==> src/rtl/dcache_responder_if.sv <==
// Datapath-side and memory-side signal bundle of the L1 data cache.
// The slave modport is the cache; the master modport is its environment.
interface dcache_responder_if;
  logic        dmemREN;
  logic        dmemWEN;
  logic        datomic;
  logic [31:0] dmemaddr;
  logic [31:0] dmemstore;
  logic        halt;
  logic        dhit;
  logic [31:0] dmemload;
  logic        flushed;
  logic        dREN;
  logic        dWEN;
  logic [31:0] daddr;
  logic [31:0] dstore;
  logic        dwait;
  logic [31:0] dload;
  logic        snoop_valid;
  logic [31:0] snoop_addr;

  modport master (
    output dmemREN, dmemWEN, datomic, dmemaddr, dmemstore, halt,
    output dwait, dload, snoop_valid, snoop_addr,
    input  dhit, dmemload, flushed, dREN, dWEN, daddr, dstore
  );

  modport slave (
    input  dmemREN, dmemWEN, datomic, dmemaddr, dmemstore, halt,
    input  dwait, dload, snoop_valid, snoop_addr,
    output dhit, dmemload, flushed, dREN, dWEN, daddr, dstore
  );
endinterface

==> src/rtl/dcache_responder.sv <==
// Direct-mapped, write-back, write-allocate L1 data cache with one word per line,
// LL/SC link register killed by remote-write snoops, and flush-on-halt.
module dcache_responder #(
  parameter int SETS = 16
) (
  input logic               CLK,
  input logic               nRST,
  dcache_responder_if.slave bus
);
  localparam int IDX_W = $clog2(SETS);
  localparam int TAG_W = 30 - IDX_W;
  localparam logic [IDX_W:0] LAST_IDX = (IDX_W+1)'(SETS - 1);

  typedef enum logic [2:0] {IDLE, WB, FETCH, FLUSH, FLUSH_WB, DONE} state_t;

  state_t            state;
  logic [31:0]       data_arr [SETS];
  logic [TAG_W-1:0]  tag_arr  [SETS];
  logic [SETS-1:0]   valid;
  logic [SETS-1:0]   dirty;
  logic              link_valid;
  logic [29:0]       link_addr;
  logic [IDX_W:0]    cnt;
  logic [29:0]       miss_addr;
  logic              dren_q;
  logic              dwen_q;
  logic [31:0]       daddr_q;
  logic [31:0]       dstore_q;
  logic              flushed_q;

  logic [IDX_W-1:0]  req_idx;
  logic [TAG_W-1:0]  req_tag;
  logic [IDX_W-1:0]  miss_idx;
  logic [TAG_W-1:0]  miss_tag;
  logic [IDX_W-1:0]  flush_idx;
  logic              req_hit;
  logic              link_match;

  logic              dhit_c;
  logic [31:0]       load_c;
  logic              hit_we;
  logic              ll_set;
  logic              link_clr;
  logic              miss;
  logic              link_valid_nxt;
  logic [29:0]       link_addr_nxt;
  logic              unused_low_bits;

  assign req_idx    = bus.dmemaddr[IDX_W+1:2];
  assign req_tag    = bus.dmemaddr[31:IDX_W+2];
  assign miss_idx   = miss_addr[IDX_W-1:0];
  assign miss_tag   = miss_addr[29:IDX_W];
  assign flush_idx  = cnt[IDX_W-1:0];
  assign req_hit    = valid[req_idx] && (tag_arr[req_idx] == req_tag);
  assign link_match = link_valid && (link_addr == bus.dmemaddr[31:2]);
  assign unused_low_bits = ^{bus.dmemaddr[1:0], bus.snoop_addr[1:0]};

  // Request decode; only IDLE answers the datapath, and halt pre-empts any request.
  always_comb begin
    // NOTE: every output of this block gets a default first so no latch is inferred.
    dhit_c   = 1'b0;
    load_c   = '0;
    hit_we   = 1'b0;
    ll_set   = 1'b0;
    link_clr = 1'b0;
    miss     = 1'b0;
    if (nRST && state == IDLE && !bus.halt) begin
      if (bus.dmemREN) begin
        if (req_hit) begin
          dhit_c = 1'b1;
          load_c = data_arr[req_idx];
          ll_set = bus.datomic;
        end else begin
          miss = 1'b1;
        end
      end else if (bus.dmemWEN) begin
        if (bus.datomic && !link_match) begin
          dhit_c = 1'b1;
        end else if (req_hit) begin
          dhit_c   = 1'b1;
          hit_we   = 1'b1;
          load_c   = {31'b0, bus.datomic};
          link_clr = link_match;
        end else begin
          miss = 1'b1;
        end
      end
    end
  end

  // A snoop compares against the post-update link, so it beats a same-cycle LL.
  always_comb begin
    link_valid_nxt = link_valid;
    link_addr_nxt  = link_addr;
    if (ll_set) begin
      link_valid_nxt = 1'b1;
      link_addr_nxt  = bus.dmemaddr[31:2];
    end else if (link_clr) begin
      link_valid_nxt = 1'b0;
    end
    if (bus.snoop_valid && bus.snoop_addr[31:2] == link_addr_nxt)
      link_valid_nxt = 1'b0;
  end

  // NOTE: data and tag arrays carry no reset; the valid bits alone decide whether a line is usable.
  always_ff @(posedge CLK) begin
    if (hit_we) begin
      data_arr[req_idx] <= bus.dmemstore;
    end else if (state == FETCH && !bus.dwait) begin
      data_arr[miss_idx] <= bus.dload;
      tag_arr[miss_idx]  <= miss_tag;
    end
  end

  // NOTE: all state is updated with non-blocking assignments so every branch reads pre-edge values.
  always_ff @(posedge CLK or negedge nRST) begin
    if (!nRST) begin
      state      <= IDLE;
      valid      <= '0;
      dirty      <= '0;
      link_valid <= 1'b0;
      link_addr  <= '0;
      cnt        <= '0;
      miss_addr  <= '0;
      dren_q     <= 1'b0;
      dwen_q     <= 1'b0;
      daddr_q    <= '0;
      dstore_q   <= '0;
      flushed_q  <= 1'b0;
    end else begin
      link_valid <= link_valid_nxt;
      link_addr  <= link_addr_nxt;
      case (state)
        IDLE: begin
          if (bus.halt) begin
            state <= FLUSH;
            cnt   <= '0;
          end else begin
            if (hit_we) dirty[req_idx] <= 1'b1;
            if (miss) begin
              miss_addr <= bus.dmemaddr[31:2];
              if (valid[req_idx] && dirty[req_idx]) begin
                state    <= WB;
                dwen_q   <= 1'b1;
                daddr_q  <= {tag_arr[req_idx], req_idx, 2'b00};
                dstore_q <= data_arr[req_idx];
              end else begin
                state   <= FETCH;
                dren_q  <= 1'b1;
                daddr_q <= {bus.dmemaddr[31:2], 2'b00};
              end
            end
          end
        end
        WB: begin
          if (!bus.dwait) begin
            dirty[miss_idx] <= 1'b0;
            dwen_q          <= 1'b0;
            dstore_q        <= '0;
            dren_q          <= 1'b1;
            daddr_q         <= {miss_addr, 2'b00};
            state           <= FETCH;
          end
        end
        FETCH: begin
          // The fill completes regardless of whether the request is still present.
          if (!bus.dwait) begin
            valid[miss_idx] <= 1'b1;
            dirty[miss_idx] <= 1'b0;
            dren_q          <= 1'b0;
            daddr_q         <= '0;
            state           <= IDLE;
          end
        end
        FLUSH: begin
          if (valid[flush_idx] && dirty[flush_idx]) begin
            state    <= FLUSH_WB;
            dwen_q   <= 1'b1;
            daddr_q  <= {tag_arr[flush_idx], flush_idx, 2'b00};
            dstore_q <= data_arr[flush_idx];
          end else if (cnt == LAST_IDX) begin
            state     <= DONE;
            flushed_q <= 1'b1;
          end else begin
            cnt <= cnt + 1'b1;
          end
        end
        FLUSH_WB: begin
          // Returning to FLUSH with the same cnt re-examines a now-clean line and advances.
          if (!bus.dwait) begin
            dirty[flush_idx] <= 1'b0;
            dwen_q           <= 1'b0;
            daddr_q          <= '0;
            dstore_q         <= '0;
            state            <= FLUSH;
          end
        end
        DONE: begin
          flushed_q <= 1'b1;
        end
        default: state <= IDLE;
      endcase
    end
  end

  assign bus.dhit     = dhit_c;
  assign bus.dmemload = load_c;
  assign bus.flushed  = flushed_q;
  assign bus.dREN     = dren_q;
  assign bus.dWEN     = dwen_q;
  assign bus.daddr    = daddr_q;
  assign bus.dstore   = dstore_q;
endmodule

==> src/flat_wrapper.sv <==
// flat-port wrapper written by rule: the top's interface ports become plain ports
module dcache_responder_flat 
#(
  parameter int SETS = 16
)
  (CLK, nRST, bus_dmemREN, bus_dmemWEN, bus_datomic, bus_dmemaddr, bus_dmemstore, bus_halt, bus_dwait, bus_dload, bus_snoop_valid, bus_snoop_addr, bus_dhit, bus_dmemload, bus_flushed, bus_dREN, bus_dWEN, bus_daddr, bus_dstore);
  dcache_responder_if bus_i ();
  input logic CLK;
  input logic nRST;
  input wire logic [$bits(bus_i.dmemREN)-1:0] bus_dmemREN;
  input wire logic [$bits(bus_i.dmemWEN)-1:0] bus_dmemWEN;
  input wire logic [$bits(bus_i.datomic)-1:0] bus_datomic;
  input wire logic [$bits(bus_i.dmemaddr)-1:0] bus_dmemaddr;
  input wire logic [$bits(bus_i.dmemstore)-1:0] bus_dmemstore;
  input wire logic [$bits(bus_i.halt)-1:0] bus_halt;
  input wire logic [$bits(bus_i.dwait)-1:0] bus_dwait;
  input wire logic [$bits(bus_i.dload)-1:0] bus_dload;
  input wire logic [$bits(bus_i.snoop_valid)-1:0] bus_snoop_valid;
  input wire logic [$bits(bus_i.snoop_addr)-1:0] bus_snoop_addr;
  output wire logic [$bits(bus_i.dhit)-1:0] bus_dhit;
  output wire logic [$bits(bus_i.dmemload)-1:0] bus_dmemload;
  output wire logic [$bits(bus_i.flushed)-1:0] bus_flushed;
  output wire logic [$bits(bus_i.dREN)-1:0] bus_dREN;
  output wire logic [$bits(bus_i.dWEN)-1:0] bus_dWEN;
  output wire logic [$bits(bus_i.daddr)-1:0] bus_daddr;
  output wire logic [$bits(bus_i.dstore)-1:0] bus_dstore;
  assign bus_i.dmemREN = bus_dmemREN;
  assign bus_i.dmemWEN = bus_dmemWEN;
  assign bus_i.datomic = bus_datomic;
  assign bus_i.dmemaddr = bus_dmemaddr;
  assign bus_i.dmemstore = bus_dmemstore;
  assign bus_i.halt = bus_halt;
  assign bus_i.dwait = bus_dwait;
  assign bus_i.dload = bus_dload;
  assign bus_i.snoop_valid = bus_snoop_valid;
  assign bus_i.snoop_addr = bus_snoop_addr;
  assign bus_dhit = bus_i.dhit;
  assign bus_dmemload = bus_i.dmemload;
  assign bus_flushed = bus_i.flushed;
  assign bus_dREN = bus_i.dREN;
  assign bus_dWEN = bus_i.dWEN;
  assign bus_daddr = bus_i.daddr;
  assign bus_dstore = bus_i.dstore;
  dcache_responder #(.SETS(SETS)) u_core (.CLK(CLK), .nRST(nRST), .bus(bus_i));
endmodule
==> config.mk <==
export PLATFORM = sky130hd
export DESIGN_NAME = dcache_responder_flat
export DESIGN_NICKNAME = d
export VERILOG_FILES = /design/src/rtl/dcache_responder_if.sv /design/src/rtl/dcache_responder.sv /design/src/flat_wrapper.sv
export SDC_FILE = /design/constraint.sdc
export NUM_CORES = 2
export LEC_CHECK = 0
export BUFFER_PORTS_ARGS = -buffer_cell sky130_fd_sc_hd__buf_2
export CELL_PAD_IN_SITES_DETAIL_PLACEMENT = 1
export CELL_PAD_IN_SITES_GLOBAL_PLACEMENT = 1
export CORE_MARGIN = 2
export CORE_UTILIZATION = 48
export DETAILED_ROUTE_END_ITERATION = 8
export PLACE_DENSITY_LB_ADDON = 0.1
export SLEW_MARGIN = 0
export SYNTH_ARGS = -nofsm -noshare
export SYNTH_HDL_FRONTEND = slang
export SYNTH_SLANG_ARGS = --single-unit
==> constraint.sdc <==
create_clock -name CLK -period 7.1 [get_ports CLK]
set_input_delay 2.13 -clock CLK [delete_from_list [all_inputs] [get_ports CLK]]
set_output_delay 2.13 -clock CLK [all_outputs]
set_load 0.03 [all_outputs]
# Word-level counts from Yosys, hierarchy flattened
# Memories as Yosys holds them, arrays and structs flattened.
# Cells that the tools add are included.
totals:
  ff_bits: 168
  mem_bits_rw: 928
  output_inout_bits: 100
  n_memories: 2
memory_table:
  columns: ["name", "words", "width", "rd", "rd_clocked_by_memory_dff", "write_ports", "line", "rtl"]
  rows:
  - ["u_core.data_arr", 16, 32, 2, 0, 1, "dcache_responder.sv:17", "logic [31:0] data_arr [SETS];"]
  - ["u_core.tag_arr", 16, 26, 2, 0, 1, "dcache_responder.sv:18", "logic [TAG_W-1:0] tag_arr [SETS];"]
op_classes:
  addsub: 1
  n_lt_le_gt_ge: 6
  eq_ne: 27
  muxes: 98
  n_bitwise: 9
  n_reduce_logical: 36
ops:
  columns: ["op", "count"]
  rows:
  - ["$mux W32", 16]
  - ["$pmux W32 S4", 1]
  - ["$pmux W32 S3", 1]
  - ["$mux W16", 4]
  - ["$eq A30 B30 Y1", 2]
  - ["$mux W1", 50]
  - ["$pmux W16 S3", 1]
  - ["$and A16 B16 Y16", 2]
  - ["$not A16 Y16", 2]
  - ["$or A16 B16 Y16", 2]
  - ["$reduce_or A32 Y1", 1]
  - ["$mux W30", 1]
  - ["$eq A26 B26 Y1", 1]
  - ["$ne A2 B2 Y1 const B", 12]
  - ["$reduce_and A6 Y1", 4]
  - ["$mux W3", 7]
  - ["$pmux W3 S6", 1]
  - ["$bmux W1 S4", 4]
  - ["$lt A4 B5 Y1 const B", 3]
  - ["$mux W5", 3]
  - ["$demux W1 S4", 3]
  - ["$ge A4 B1 Y1 const B", 3]
  - ["$logic_and A1 B1 Y1", 12]
  - ["$reduce_bool A3 Y1", 4]
  - ["other kinds (23)", 37]

# Depth between registers and ports, before layout
logic_depth:
  depth_word: 12
  depth_mapped: 19
  depth_no_buf: 12

# Worst setup path before layout
# OpenSTA, ideal clock, no wires.
synth_path:
  kind: "input port to output port"
  startpoint: "input port bus_dmemaddr[2]"
  endpoint: "output port bus_dmemload[0]"
  arrival_time_ns: 5.486
  required_ns: 4.970
  slack_ns: -0.516
  cell_stages: 11
  path_buffers: 3
  cell_sequence: "buf_6 -> buf_12 -> mux4_1 -> mux4_2 -> xnor2_1 -> nand2_1 -> nor4_1 -> nand4_1 -> or2_2 -> clkbuf_1 -> o21ai_0"
synth_between:
  elab_chain_len: 8
synth_lines:
  columns: ["item", "line", "rtl"]
  rows:
  - ["start: declaration", "flat_wrapper.sv:13", "input wire logic [$bits(bus_i.dmemaddr)-1:0] bus_dmemaddr;"]
  - ["$mem_v2 Z16 W26, or another cell as far along", null, null]
  - ["$eq A26 B26 Y1, or another cell as far along", "dcache_responder.sv:54", "assign req_hit = valid[req_idx] && (tag_arr[req_idx] == req_tag);"]
  - ["$logic_and A1 B1 Y1 / $logic_not A1 Y1 (equally long branches)", "dcache_responder.sv:54, dcache_responder.sv:77", null]
  - ["$mux W1 / $logic_and A1 B1 Y1 (equally long branches)", "dcache_responder.sv:79, dcache_responder.sv:77", null]
  - ["$mux W32", "dcache_responder.sv:77", "if (bus.datomic && !link_match) begin"]
  - ["$mux W32", "dcache_responder.sv:76", "end else if (bus.dmemWEN) begin"]
  - ["$mux W32 *", "dcache_responder.sv:68", "if (bus.dmemREN) begin"]
  - ["$mux W32 *", "dcache_responder.sv:67", "if (nRST && state == IDLE && !bus.halt) begin"]
  - ["end: declaration", "flat_wrapper.sv:21", "output wire logic [$bits(bus_i.dmemload)-1:0] bus_dmemload;"]
# Mark *: on every way between the ends. The rest lies on a longest branch, timed or not. The select of a mux whose other input is x is not followed.

# Worst setup path in the final report
layout_path:
  startpoint: "input port bus_dmemaddr[2]"
  endpoint: "output port bus_dmemload[18]"
layout_between:
  elab_chain_len: 6
layout_lines:
  columns: ["item", "line", "rtl"]
  rows:
  - ["$mem_v2 Z16 W26 / $bmux W1 S4 (equally long branches)", null, null]
  - ["$eq A26 B26 Y1 / $mux W1 (equally long branches)", "dcache_responder.sv:54", null]
  - ["$logic_and A1 B1 Y1", "dcache_responder.sv:54", null]
  - ["$mux W32 *", "dcache_responder.sv:69", "if (req_hit) begin"]
  - ["$mux W32 *", "dcache_responder.sv:68", null]
  - ["$mux W32 *", "dcache_responder.sv:67", null]
# Marks and branches as above.

==> reports/qor.csv <==
metric,value,unit
Flop pwr share,41.4,%
failing checks,setup timing,
"Cell Chain, Critical Path",buf_16 > buf_16 > buf_12 > buf_12 > mux2i_1 > and2_1 > o32ai_4 > a222oi_1 > buf_4 > a31oi_2 > nor2_1 > nand4_1 > or2_4 > buf_12 > buf_8 > nor2b_4 > buf_6,
Syn-to-layout area delta,18.3,%
Syn Area/Cell,16.9,µm²
mapped cell area,0.0530,mm²
vias post-DR,33100,
gr ovfl total,0,
unrepaired setup endpoints after global routing,true,
Top Ports,236,
Initial Util,48.5,%
max cap viols,0,
clk sinks,1094,
Slew @ Worst Pin,1230,ps
critical path's slowest cell,a222oi_1,
hold_sp,u_core.bus.daddr[9]$_DFFE_PN0P_,
critical path launch point type,input pin,
latest clock arrival within the worst-skew pair,730,ps
First-pass DRT Iterations,6,
Routed wire per std cell,33.8,µm
worst path required time,4970,ps
"slowest stage delay, CP",450,ps
R2R Path Start,u_core.tag_arr[15][19]$_DFFE_PP_,
"FFs w/ async S/R, synth",15.2,%
min cycle time layout,7510,ps
Die Y,336,µm
nets@finish,3647,
Final GP Congestion,0.890,
GRT Util Overall,30.8,%
final period utilization,106,%
row count,121,
vias per std cell,6.50,
WL final,172000,µm
most frequent CP cell,buf_12,
CTS tree,yes,
CTS buffer count,119,
relative slew slack,18.0,%
Post-Place Setup Slack,-567,ps
Worst Path Buf+Inv,8,
antenna violations before repair,6,
P_sw,7020,µW
placed cell count,4823,
Setup Crit Path Kind,input pin to primary output,
cell family with most CP delay,buffers and inverters,
fraction of layout cells with a size suffix above 1,38.7,%
launch point of the worst path,bus_dmemaddr[2],
Fin. Hold Viols,0,
Yosys reg bits,1094,
CP max FO,8,
Gate power share,29.2,%
Final Power,21100,µW
setup slack after layout,-406,ps
PortBufs,229,
LEAKAGE,0.0217,µW
clock skew,30.0,ps
Hold Buf Count CTS,0,
CORE AREA,0.109,mm²
fill cell count,9801,
status,"finished, violations left",
chip width,336,µm
Crit. End Element,primary output,
Cell Int Power,14100,µW
sw frac,33.2,%
DR iter-0 viols,3115,
data arrival time of the worst path,5380,ps
final antenna-violating net count,0,
VDD IR-drop max,0.292,mV
pin count of the biggest net entering global routing,133,
Post-synth EDFFs,928,
post-synthesis sequential area ratio,60.4,%
"Slew Viols, Final",0,
Max clock buf depth,3,
cell count after synthesis,3131,
Root Driver,clkbuf_16,
DRC Markers,0,
clock share of power,29.3,%
Synth Flop Type,edfxtp_1,
"CTS clk-pin slew, worst paths",60,ps
Layout Cells excl Fill,5088,
global-route wire length before repair,250000,µm
H-tree Lvls,3,
Synth cell types,74,
Die ar.,0.113,mm²
vias in the first global route,35700,
# setup viols final,33,
P per Cell Area,337,mW/mm²
Hold Path Class,flip-flop to flip-flop,
Max Freq,133,MHz
Detail Placement HPWL,104000,µm
Ys Warns,0,
Finished Core Util,57.4,%
-- cell type report --
| class | instances | area (µm²) | area share [%] |
|---|---|---|---|
| sequential | 1094 | 32000 | 51.1 |
| multi-input combinational | 1740 | 20500 | 32.7 |
| timing repair buffer | 503 | 4220 | 6.73 |
| clock buffer | 158 | 3300 | 5.26 |
| tap | 1476 | 1850 | 2.95 |
| clock inverter | 67 | 603 | 0.962 |
| inverter | 48 | 183 | 0.291 |
| antenna | 2 | 5.00 | 0.00798 |
-- path summary, 6_finish.rpt --
check | end | slack [ps] | depth (start not counted)
setup / recovery | bus_dmemload[18] | -410 | 17
hold / removal | u_core.bus.daddr[9]$_DFFE_PN0P_ | 470 | 2
min in group asynchronous | u_core.bus.dstore[27]$_DFFE_PN0P_ | 1480 | 2
max in group asynchronous | u_core.cnt[0]$_DFFE_PN0P_ | 3650 | 4
hold reg to reg | u_core.bus.daddr[9]$_DFFE_PN0P_ | 470 | 2
setup reg to reg | u_core.link_valid$_DFFE_PN0P_ | 2190 | 25
-- cell families (layout without fill, tap and decap cells) --
kind of cell,after synthesis,count (layout),synth area share [%]
other,1,4,0.00708
flip-flops,1094,1094,60.4
AND/OR/NAND/NOR,524,524,4.47
XOR/XNOR,89,89,1.47
multiplexers,722,722,26.0
adder cells (fa/ha/maj),5,5,0.118
buffers and inverters,298,776,2.49
AO/OA/AOI/OAI,398,398,4.98
-- placed cells by master, fill, tap and decap left out, types with 20 or more instances in the layout --
cell and count:
or2_2 20, mux2_2 32, a21oi_1 82, xnor2_1 51, mux4_2 510, mux2i_1 161
a31oi_1 22, nand2_1 244, nor2_4 31, nand3_1 25, buf_6 37, buf_2 192
dfrtp_1 161, buf_12 43, edfxtp_1 928, inv_1 45, xor2_1 30, o22a_1 27
o21ai_0 87, clkbuf_1 23, nor2_1 72, clkbuf_16 121, clkinv_2 29, nor2b_4 29
buf_4 216, a22oi_1 66
-- cell usage after synthesis, drive strengths merged, types with 10 or more instances --
| library cell | instances | share of area, % |
|---|---|---|
| a21oi | 87 | 0.82 |
| a221oi | 13 | 0.21 |
| a22oi | 83 | 1.2 |
| a31oi | 23 | 0.27 |
| and2 | 10 | 0.12 |
| buf | 99 | 1.1 |
| clkbuf | 151 | 1.1 |
| dfrtp | 166 | 7.8 |
| edfxtp | 928 | 53 |
| inv | 46 | 0.33 |
| mux2 | 38 | 0.81 |
| mux2i | 167 | 3.2 |
| mux4 | 517 | 22 |
| nand2 | 252 | 1.8 |
| nand3 | 25 | 0.24 |
| nand4 | 19 | 0.24 |
| nor2 | 104 | 0.74 |
| nor2b | 41 | 0.48 |
| nor3 | 18 | 0.19 |
| nor4 | 12 | 0.15 |
| o21ai | 91 | 0.86 |
| o22a | 27 | 0.45 |
| o22ai | 16 | 0.19 |
| or2 | 21 | 0.25 |
| xnor2 | 55 | 0.91 |
| xor2 | 34 | 0.56 |
-- power by group through the flow --
stage	logic [µW]	registers (µW)	clock network [µW]
after global routing	6540	8850	6530
after global placement	5990	8780	0
after floorplan	3870	8790	0
after detailed placement	6110	8870	0
after CTS	6190	8740	6270
final	6180	8750	6200
-- worst register-to-register path, cell delays in order (launching register included) --
cell	delay (ps)
edfxtp_1	400
mux2_2	320
mux2i_4	180
o32ai_4	110
a222oi_1	450
buf_4	220
a31oi_2	90
nor2_1	180
buf_4	150
buf_4	90
buf_4	90
buf_4	90
buf_4	90
buf_4	90
buf_4	90
buf_4	90
buf_4	100
buf_4	100
buf_4	90
nand2_1	40
nor2_1	260
buf_4	300
mux2_2	350
a2111oi_0	470
o2111a_1	270
a21oi_1	60
-- layer usage --
layer | vias to the layer above | GRT usage, % | part of all wire [%] | routed length [µm]
met5 | - | 0 | 0 | 0
met4 | 0 | 12.5 | 4.2 | 7300
met3 | 334 | 4.52 | 6.2 | 10700
met2 | 1429 | 53.1 | 52 | 88600
met1 | 17800 | 39.4 | 38 | 65400
li1 | 13500 | - | - | -
-- state kept, by name (all words and copies together) (netlist names) --
register	cells
u_core.link_addr	30
u_core.dirty	16
u_core.bus.daddr	30
u_core.miss_addr	30
u_core.valid	16
u_core.bus.dWEN	1
u_core.bus.dstore	32
u_core.bus.dREN	1
u_core.bus.flushed	1
u_core.data_arr	512
u_core.state	3
u_core.link_valid	1
u_core.tag_arr	416
u_core.cnt	5
-- stage by stage --
| step | instance area [µm²] | setup TNS [ps] | hold slack, ps |
|---|---|---|---|
| 2_1_floorplan | 53200 | -19.8 | 457 |
| 3_3_place_gp | 57800 | -14190 | 461 |
| 3_5_place_dp | 57800 | -15980 | 465 |
| 6_report | 62700 | -10990 | 473 |
| 4_1_cts | 62400 | -6890 | 478 |
| 5_1_grt | 62700 | -13580 | 503 |
-- what timing repair did --
action	4_1_cts	5_1_grt
pin swaps	15	22
gates cloned	5	1
resized for setup	105	43
setup endpoints to repair	33	33
setup buffers	26	6
Note: power is estimated with default switching activity, not from simulation.
